$ cat src/rtl/ahb3lite_pkg.sv
// Shared AHB3-lite encodings and byte-lane helpers used by the bus masters.
package ahb3lite_pkg;

    localparam logic [1:0] HTRANS_IDLE   = 2'b00;
    localparam logic [1:0] HTRANS_BUSY   = 2'b01;
    localparam logic [1:0] HTRANS_NONSEQ = 2'b10;
    localparam logic [1:0] HTRANS_SEQ    = 2'b11;

    localparam logic [2:0] HSIZE_BYTE  = 3'b000;
    localparam logic [2:0] HSIZE_HWORD = 3'b001;
    localparam logic [2:0] HSIZE_WORD  = 3'b010;

    localparam logic HRESP_OKAY  = 1'b0;
    localparam logic HRESP_ERROR = 1'b1;

    localparam logic [2:0] HBURST_SINGLE   = 3'b000;
    localparam logic [3:0] HPROT_DATA_PRIV = 4'b0011;

    // Copy right-justified write data into every lane the transfer could address.
    function automatic logic [31:0] ahb_lane_replicate(input logic [31:0] data,
                                                       input logic [2:0]  size);
        logic [31:0] res;
        case (size)
            HSIZE_BYTE:  res = {4{data[7:0]}};
            HSIZE_HWORD: res = {2{data[15:0]}};
            default:     res = data;
        endcase
        return res;
    endfunction

    // Right-justify and zero-extend the addressed lanes of a read data word.
    function automatic logic [31:0] ahb_lane_extract(input logic [31:0] data,
                                                     input logic [1:0]  addr,
                                                     input logic [2:0]  size);
        logic [31:0] sh;
        logic [31:0] res;
        sh = data >> {addr, 3'b000};
        case (size)
            HSIZE_BYTE:  res = {24'h0, sh[7:0]};
            HSIZE_HWORD: res = {16'h0, sh[15:0]};
            default:     res = sh;
        endcase
        return res;
    endfunction

endpackage

$ cat src/rtl/ahb3lite_cmd_master.sv
// Single-outstanding AHB3-lite master: one SINGLE transfer per valid/ready command,
// with a registered valid/ready response carrying read data, error and wait count.
module ahb3lite_cmd_master
    import ahb3lite_pkg::*;
#(
    parameter int unsigned WAITW = 8
) (
    input  logic             CLK,
    input  logic             RESETn,
    input  logic             CMD_VALID,
    output logic             CMD_READY,
    input  logic             CMD_WRITE,
    input  logic [31:0]      CMD_ADDR,
    input  logic [31:0]      CMD_WDATA,
    input  logic [2:0]       CMD_SIZE,
    output logic             RSP_VALID,
    input  logic             RSP_READY,
    output logic [31:0]      RSP_RDATA,
    output logic             RSP_ERR,
    output logic [WAITW-1:0] RSP_WAIT,
    output logic [31:0]      HADDR,
    output logic             HWRITE,
    output logic [2:0]       HSIZE,
    output logic [2:0]       HBURST,
    output logic [3:0]       HPROT,
    output logic [1:0]       HTRANS,
    output logic [31:0]      HWDATA,
    input  logic [31:0]      HRDATA,
    input  logic             HREADY,
    input  logic             HRESP
);

    typedef enum logic [1:0] {StIdle, StAddr, StData, StResp} state_e;

    state_e           state_q;
    logic [31:0]      haddr_q;
    logic             hwrite_q;
    logic [2:0]       hsize_q;
    logic [1:0]       htrans_q;
    logic [31:0]      hwdata_q;
    logic             rsp_valid_q;
    logic [31:0]      rsp_rdata_q;
    logic             rsp_err_q;
    logic [WAITW-1:0] rsp_wait_q;

    logic cmd_illegal;
    logic wait_sat;

    assign cmd_illegal = (CMD_SIZE > HSIZE_WORD) ||
                         ((CMD_SIZE == HSIZE_HWORD) && CMD_ADDR[0]) ||
                         ((CMD_SIZE == HSIZE_WORD) && (CMD_ADDR[1:0] != 2'b00));
    assign wait_sat    = &rsp_wait_q;

    always_ff @(posedge CLK or negedge RESETn) begin
        if (!RESETn) begin
            state_q     <= StIdle;
            haddr_q     <= '0;
            hwrite_q    <= 1'b0;
            hsize_q     <= HSIZE_BYTE;
            htrans_q    <= HTRANS_IDLE;
            hwdata_q    <= '0;
            rsp_valid_q <= 1'b0;
            rsp_rdata_q <= '0;
            rsp_err_q   <= 1'b0;
            rsp_wait_q  <= '0;
        end else begin
            case (state_q)
                StIdle: begin
                    if (CMD_VALID) begin
                        rsp_wait_q  <= '0;
                        rsp_rdata_q <= '0;
                        rsp_err_q   <= 1'b0;
                        if (cmd_illegal) begin
                            // Rejected locally: answer without touching the bus.
                            rsp_err_q   <= 1'b1;
                            rsp_valid_q <= 1'b1;
                            state_q     <= StResp;
                        end else begin
                            haddr_q  <= CMD_ADDR;
                            hwrite_q <= CMD_WRITE;
                            hsize_q  <= CMD_SIZE;
                            htrans_q <= HTRANS_NONSEQ;
                            hwdata_q <= CMD_WRITE ? ahb_lane_replicate(CMD_WDATA, CMD_SIZE)
                                                  : '0;
                            state_q  <= StAddr;
                        end
                    end
                end
                StAddr: begin
                    if (HREADY) begin
                        htrans_q <= HTRANS_IDLE;
                        state_q  <= StData;
                    end else if (!wait_sat) begin
                        rsp_wait_q <= rsp_wait_q + {{(WAITW-1){1'b0}}, 1'b1};
                    end
                end
                StData: begin
                    // First ERROR cycle arrives with HREADY low and simply waits here.
                    if (HREADY) begin
                        rsp_err_q   <= (HRESP == HRESP_ERROR);
                        rsp_rdata_q <= hwrite_q ? '0
                                                : ahb_lane_extract(HRDATA, haddr_q[1:0], hsize_q);
                        rsp_valid_q <= 1'b1;
                        state_q     <= StResp;
                    end else if (!wait_sat) begin
                        rsp_wait_q <= rsp_wait_q + {{(WAITW-1){1'b0}}, 1'b1};
                    end
                end
                StResp: begin
                    if (RSP_READY) begin
                        rsp_valid_q <= 1'b0;
                        state_q     <= StIdle;
                    end
                end
                default: state_q <= StIdle;
            endcase
        end
    end

    assign CMD_READY = RESETn && (state_q == StIdle);

    assign HADDR     = haddr_q;
    assign HWRITE    = hwrite_q;
    assign HSIZE     = hsize_q;
    assign HBURST    = HBURST_SINGLE;
    assign HPROT     = HPROT_DATA_PRIV;
    assign HTRANS    = htrans_q;
    assign HWDATA    = hwdata_q;
    assign RSP_VALID = rsp_valid_q;
    assign RSP_RDATA = rsp_rdata_q;
    assign RSP_ERR   = rsp_err_q;
    assign RSP_WAIT  = rsp_wait_q;

endmodule

$ cat config.mk
export PLATFORM = sky130hd
export DESIGN_NAME = ahb3lite_cmd_master
export DESIGN_NICKNAME = d
export VERILOG_FILES = /design/src/rtl/ahb3lite_pkg.sv /design/src/rtl/ahb3lite_cmd_master.sv
export SDC_FILE = /design/constraint.sdc
export NUM_CORES = 1
export LEC_CHECK = 0
export CORE_MARGIN = 3
export CORE_UTILIZATION = 44
export CTS_CLUSTER_SIZE = 8
export DETAILED_ROUTE_END_ITERATION = 8
export GPL_TIMING_DRIVEN = 0
export HOLD_SLACK_MARGIN = 0.05
export PLACE_DENSITY = 0.82
export REMOVE_ABC_BUFFERS = 1
export SYNTH_ARGS = -nofsm -noshare
export SYNTH_HDL_FRONTEND = slang
export SYNTH_SLANG_ARGS = --single-unit
export TNS_END_PERCENT = 20
$ cat constraint.sdc
create_clock -name CLK -period 2.7 [get_ports CLK]
set_input_delay 0.27 -clock CLK [delete_from_list [all_inputs] [get_ports CLK]]
set_output_delay 0.27 -clock CLK [all_outputs]
set_load 0.01 [all_outputs]
==> impl_metrics.csv, run 1 <==
group,metric,value,unit
hold_path,hold_class,"input pin to asynchronous set/reset pin",
pwr,vdd.ir_drop.worst,0.000722,V
synthesis,synth_most_common_cell,"dfrtp_1",
grt,grt_max_degree,73,
drt,totalWireLength,16100,um
synthesis,yosys.area.top_type_share,51.3,%
finish,antennaDiodeCount,0,
synthesis,ys_ff_latch,113,
drt,post_drt_wl_per_cell,18.3,um
drt,vias_per_cell,5.33,
critical_path,startpoint_type,"flip-flop",
drt,drt_iter0_markers,419,
critical_path,rrSetupSlack,0.20,ns
synthesis,synth_cells,486,
drt,drt_pass1_iterations,4,
die,start_util,45.5,%
die,die_area,13900,um^2
synthesis,synth_common_cells,"dfrtp_1 (113), nand2_1 (71), mux2_4 (35)",
timing,rsz0062_at_grt,"false",
status,outcome,"finished clean",
critical_path,regToRegStartpoint,"state_q[0]",
critical_path,rr_worst_depth,6,
critical_path,r2r_end,"RSP_RDATA[26]",
timing,slew_headroom,9.07,%
synthesis,syn_area_per_cell,11.3,um^2
cts,ctsRootBufferMaster,"clkbuf_16",
finish,final_core_util,70.0,%
die,die_w,118,um
cts,cts_max_level,4,
grt,grt-ovfl-total,0,
die,num_rows,40,
drt,drcViolationCount,0,
pwr,p_leak,0.00373,uW
finish,syn2layout_area_growth,53.7,%
die,num_io_pins,226,
die,core-area,12100,um^2
timing,hold_viol_final,0,
synthesis,synthArstFlopShare,100,%
grt,antenna_found_initial,0,
synthesis,synth-edff-count,0,
timing,max_freq,400,MHz
critical_path,crit_type,"flip-flop to flip-flop",
job,drv_cap,0,
cts,cts_tree,"yes",
finish,drive_gt1_share,14.5,%
timing,skew,0.00618,ns
synthesis,synth_flop_cell,"dfrtp_1",
critical_path,required,3.04,ns
synthesis,netlist_area,5520,um^2
placement,placedInstanceArea,7780,um^2
cts,postCtsSetupBuffers,0,
placement,gp_congestion,0.827,
synthesis,ys_seq_area_share,51.3,%
drt,antenna_left,0,
synthesis,netlist-cell-type-count,42,
drt,vias,4670,
pwr,p_per_area,1090,nW/um^2
cts,clk_pin_slew,0.05,ns
grt,grt_pass1_wl,26400,um
critical_path,endpoint_kind,"flip-flop",
synthesis,synthTopCellsByArea,"dfrtp_1 (51%), mux2_4 (9.5%), mux2_2 (5.3%)",
critical_path,cp_max_fo,9,
grt,grt_pass1_vias,4873,
timing,drv_slew,0,
critical_path,arrival,2.84,ns
grt,gr-usage-all-layers,23.5,%
die,die-height,118,um
timing,worstMarginPinSlew,1.36,ns
finish,fillers,896,
synthesis,synth_top_area_cell,"dfrtp_1",
cts,clock_latency,0.41,ns
placement,port-buffer-count,217,
finish,nets,807,
timing,min_period_over_period,92.6,%
placement,hpwlAfterDp,11400,um
timing,fin_crit,2.50,ns
cts,numCtsBuffers,17,
cts,clock-sinks,113,
synthesis,yosysWarnings,0,
cts,cts_max_path_buffers,2,
timing,finalSetupViolCount,0,
finish,stdcell_area,8480,um^2
==> sequential cells by signal, indices dropped and copies added, names as in the netlist <==
register and cells:
HWDATA 32, HTRANS 1, HWRITE 1, RSP_WAIT 8
RSP_RDATA 32, HADDR 32, RSP_ERR 1, state_q 2
HSIZE 3, RSP_VALID 1
==> final cells by class <==
type | count | area (um^2) | area share [%]
Timing Repair Buffer | 223 | 2260 | 26.6
Clock buffer | 23 | 488 | 5.76
Multi-Input combinational cell | 334 | 2470 | 29.1
Clock inverter | 9 | 200 | 2.36
Inverter | 6 | 22.5 | 0.266
Tap cell | 168 | 210 | 2.48
Sequential cell | 113 | 2830 | 33.4
==> kinds of logic (layout without fill, tap and decap cells) <==
kind of cell	count (synthesis)	in the layout	synth area share (%)
AND/OR/NAND/NOR	123	123	9.89
AO/OA/AOI/OAI	120	120	15.1
flip-flops	113	113	51.3
multiplexers	77	77	17.7
buffers and inverters	45	261	4.54
adder cells (fa/ha/maj)	6	6	1.36
other	2	8	0.136
==> power by group <==
part	total (uW)	switching (uW)	leakage, uW	internal [uW]
Sequential	2940	577	0.00147	2360
Clock	2590	767	0.000330	1830
Combinational	3730	1570	0.00193	2160
Total	9270	2910	0.00373	6350
==> how the worst max path moves through the flow <==
stage	start	end	slack [ns]	depth (start not counted)
2_1_floorplan	state_q[0]	HWDATA[0]	-0.84	5
3_3_place_gp	RESETn	CMD_READY	-2.96	3
3_5_place_dp	CMD_SIZE[0]	HADDR[9]	-0.13	5
4_1_cts	HADDR[0]	HADDR[0]	0.09	1
5_1_grt	state_q[1]	RSP_RDATA[26]	0.08	6
6_report	state_q[0]	RSP_RDATA[26]	0.20	6
==> metrics by stage <==
stage                     setup WS, ns  power [uW]  hold slack (ns)  std cells  TNS [ns]
after floorplan                 -0.841        4610          -0.0256        453    -53.41
after global placement           -2.96        6490            0.461        838   -467.56
after detailed placement        -0.134        6680            0.364        843     -4.37
after CTS                       0.0886        9340            0.439        876         0
after global routing            0.0759        9760            0.458        876         0
final                            0.199        9270            0.442        876         0
==> placed cells by master (no fill, tap or decap), drive strengths merged, types with 4 or more instances in the layout <==
master / instances
a21oi: 4
a22o: 32
buf: 6
bufinv: 6
clkbuf: 23
clkdlybuf4s50: 216
conb: 8
dfrtp: 113
ha: 6
inv: 6
mux2: 61
mux2i: 16
nand2: 71
nand3: 10
nor2: 22
nor2b: 4
o211ai: 5
o21ai: 45
o311ai: 5
o31ai: 17
==> routing by layer <==
metal  global-route usage (%)  vias to the layer above  wire [um]  part of all wire, %
met5                        0                        -          0                    0
li1                         -                     2159          -                    -
met3                     7.50                       29       1080                  6.7
met2                     38.8                      191       8060                   50
met1                     28.6                     2291       6580                   41
met4                     9.60                        0        343                  2.1
==> repair_timing <==
| item | CTS | global route |
|---|---|---|
| hold buffers | 1 | 0 |
| endpoints found under the hold margin | 51 | 0 |
| setup endpoints to repair | 0 | 1 |
| resized for setup | 0 | 1 |
==> critical path, stage by stage, from the launching register on <==
cell and delay, ns:
dfrtp_1 0.39, inv_1 0.13, ha_1 0.30, nand2_1 0.16, nor4_4 0.58, nor2b_1 0.62, a22o_1 0.24
No activity file was read; power rests on OpenSTA's default activity.
==> inputs of run 2 (changes only) <==
- CAP_MARGIN: unset -> 40
- CORE_UTILIZATION: 44 -> 39
- CTS_CLUSTER_SIZE: 8 -> 40
- PLACE_DENSITY: 0.82 -> 0.74
==> run 2 against run 1 <==
  * Combinational power up 2%
  * Global-route usage down 3.4 points
  * Critical path depth unchanged
  * Routed wire length down 3.4%
  * Worst setup slack worse by 0.0020 ns
  * Die area up 12%
  * Power down 2.8%
  * Final area about the same
  * Clock skew up 0.0019 ns
  * Register-to-register slack about the same
  * Core utilization down 7.5 points
  * Non-clock buffer count up 3
==> impl_metrics.csv, run 2 (same netlist as run 1, synthesis figures left out) <==
group,metric,value,unit
timing,worstMarginPinSlew,0.886,ns
placement,hpwlAfterDp,11300,um
grt,grt-ovfl-total,0,
grt,gr-usage-all-layers,20.2,%
die,num_rows,42,
grt,grt_pass1_wl,25400,um
finish,syn2layout_area_growth,53.6,%
cts,clk_pin_slew,0.05,ns
timing,fin_crit,2.50,ns
finish,nets,810,
pwr,finalPower,9010,uW
die,num_io_pins,226,
timing,slew_headroom,40.6,%
grt,antenna_found_initial,0,
finish,final_cell_mix,"clkdlybuf4s50_1 (216), dfrtp_1 (113), nand2_1 (71), mux2_4 (35)",
placement,dp_cells,854,
finish,drive_gt1_share,15.0,%
critical_path,required,2.98,ns
placement,port-buffer-count,217,
critical_path,startpoint_type,"flip-flop",
drt,totalWireLength,15500,um
cts,clock-sinks,113,
critical_path,crit_path_max_incr_delay,0.55,ns
pwr,p_per_area,1060,nW/um^2
job,drv_cap,0,
timing,min_period_over_period,92.7,%
finish,antennaDiodeCount,0,
cts,cts_tree,"yes",
critical_path,cp_max_fo,74,
die,core-area,13600,um^2
cts,clock_latency,0.40,ns
timing,hold_ws,0.384,ns
drt,vias_per_cell,5.27,
die,die_w,125,um
die,die-height,125,um
finish,stdcell_area,8470,um^2
timing,max_freq,400,MHz
critical_path,arrival,2.79,ns
drt,drt_iter0_markers,362,
drt,post_drt_wl_per_cell,17.5,um
status,outcome,"finished clean",
critical_path,cp_slowest_cell,"a211o_4",
cts,cts_max_level,4,
finish,fin_cells,887,
drt,drcViolationCount,0,
timing,rsz0062_at_grt,"false",
placement,placedInstanceArea,7840,um^2
die,start_util,40.7,%
grt,grt_max_degree,75,
placement,gp_congestion,0.806,
cts,postCtsSetupBuffers,0,
hold_path,hold_class,"input pin to asynchronous set/reset pin",
timing,hold_viol_final,0,
finish,final_common_cell,"clkdlybuf4s50_1",
critical_path,crit_type,"flip-flop to flip-flop",
cts,cts_max_path_buffers,2,
timing,skew,0.00805,ns
timing,finalSetupViolCount,0,
drt,vias,4671,
pwr,vdd.ir_drop.worst,0.000522,V
die,die_area,15600,um^2
grt,grt_pass1_vias,4638,
critical_path,endpoint_kind,"flip-flop",
drt,antenna_left,0,
cts,numCtsBuffers,17,
drt,drt_pass1_iterations,5,
cts,ctsRootBufferMaster,"clkbuf_16",
pwr,p_leak,0.00373,uW
critical_path,crit_chain,"inv_1 -> ha_1 -> nand2_1 -> a211o_4 -> buf_16 -> mux2_4",
timing,drv_slew,0,
finish,fillers,1088,
==> run 2: worst paths after layout <==
| check | to | depth (start not counted) | startpoint | slack (ns) |
|---|---|---|---|---|
| setup reg to reg | HADDR[5] | 6 | state_q[0] | 0.20 |
| hold reg to reg | HWDATA[11] | 2 | HWDATA[11] | 0.47 |
| setup / recovery | HADDR[5] | 6 | state_q[0] | 0.20 |
| hold / removal | RSP_RDATA[9] | 2 | RESETn | 0.38 |
| min in group CLK | HWDATA[11] | 2 | HWDATA[11] | 0.47 |
| max in group asynchronous | HWDATA[1] | 3 | RESETn | 1.64 |
==> run 2: what timing repair did <==
item	in CTS	in global routing
hold buffers	1	0
setup endpoints to repair	0	8
endpoints found under the hold margin	49	0
gates resized for setup	0	1
==> run 2: metal layers <==
metal / vias to the layer above / GRT usage, % / part of all wire (%)
met1: 2287 / 26.2 / 42
met5: - / 0 / 0
met3: 18 / 6.22 / 7.4
met4: 0 / 6.82 / 1.5
li1: 2161 / - / -
met2: 205 / 32.3 / 49
==> run 2: critical path, delay by kind of cell (launching register included) <==
family	cells	cell delay, ns
AND/OR/NAND/NOR	1	0.31
flip-flops	1	0.40
buffers and inverters	2	0.41
AO/OA/AOI/OAI	1	0.55
adder cells (fa/ha/maj)	1	0.30
multiplexers	1	0.35
==> run 2: where the power goes <==
group          internal [uW]  switching, uW  total, uW
Clock                   1580            748       2330
Combinational           2200           1590       3800
Sequential              2360            526       2890
Total                   6140           2870       9010
==> run 2: metrics by stage <==
step,setup TNS (ns),worst slack (ns),util (%)
after global routing,0,0.0213,62.5
after floorplan,-53.41,-0.841,-
after global placement,-482.34,-3.06,56.8
after CTS,0,0.157,62.5
after detailed placement,-4.17,-0.138,57.8
final,0,0.197,62.5
==> run 2: cell type report <==
class / instances / area, um^2 / area share (%)
clock buffers: 20 / 457 / 5.39
multi-input cells: 334 / 2470 / 29.2
inverters: 6 / 22.5 / 0.266
well taps: 176 / 220 / 2.60
repair buffers: 226 / 2310 / 27.3
flip-flops and latches: 113 / 2830 / 33.4
clock inverters: 12 / 163 / 1.92
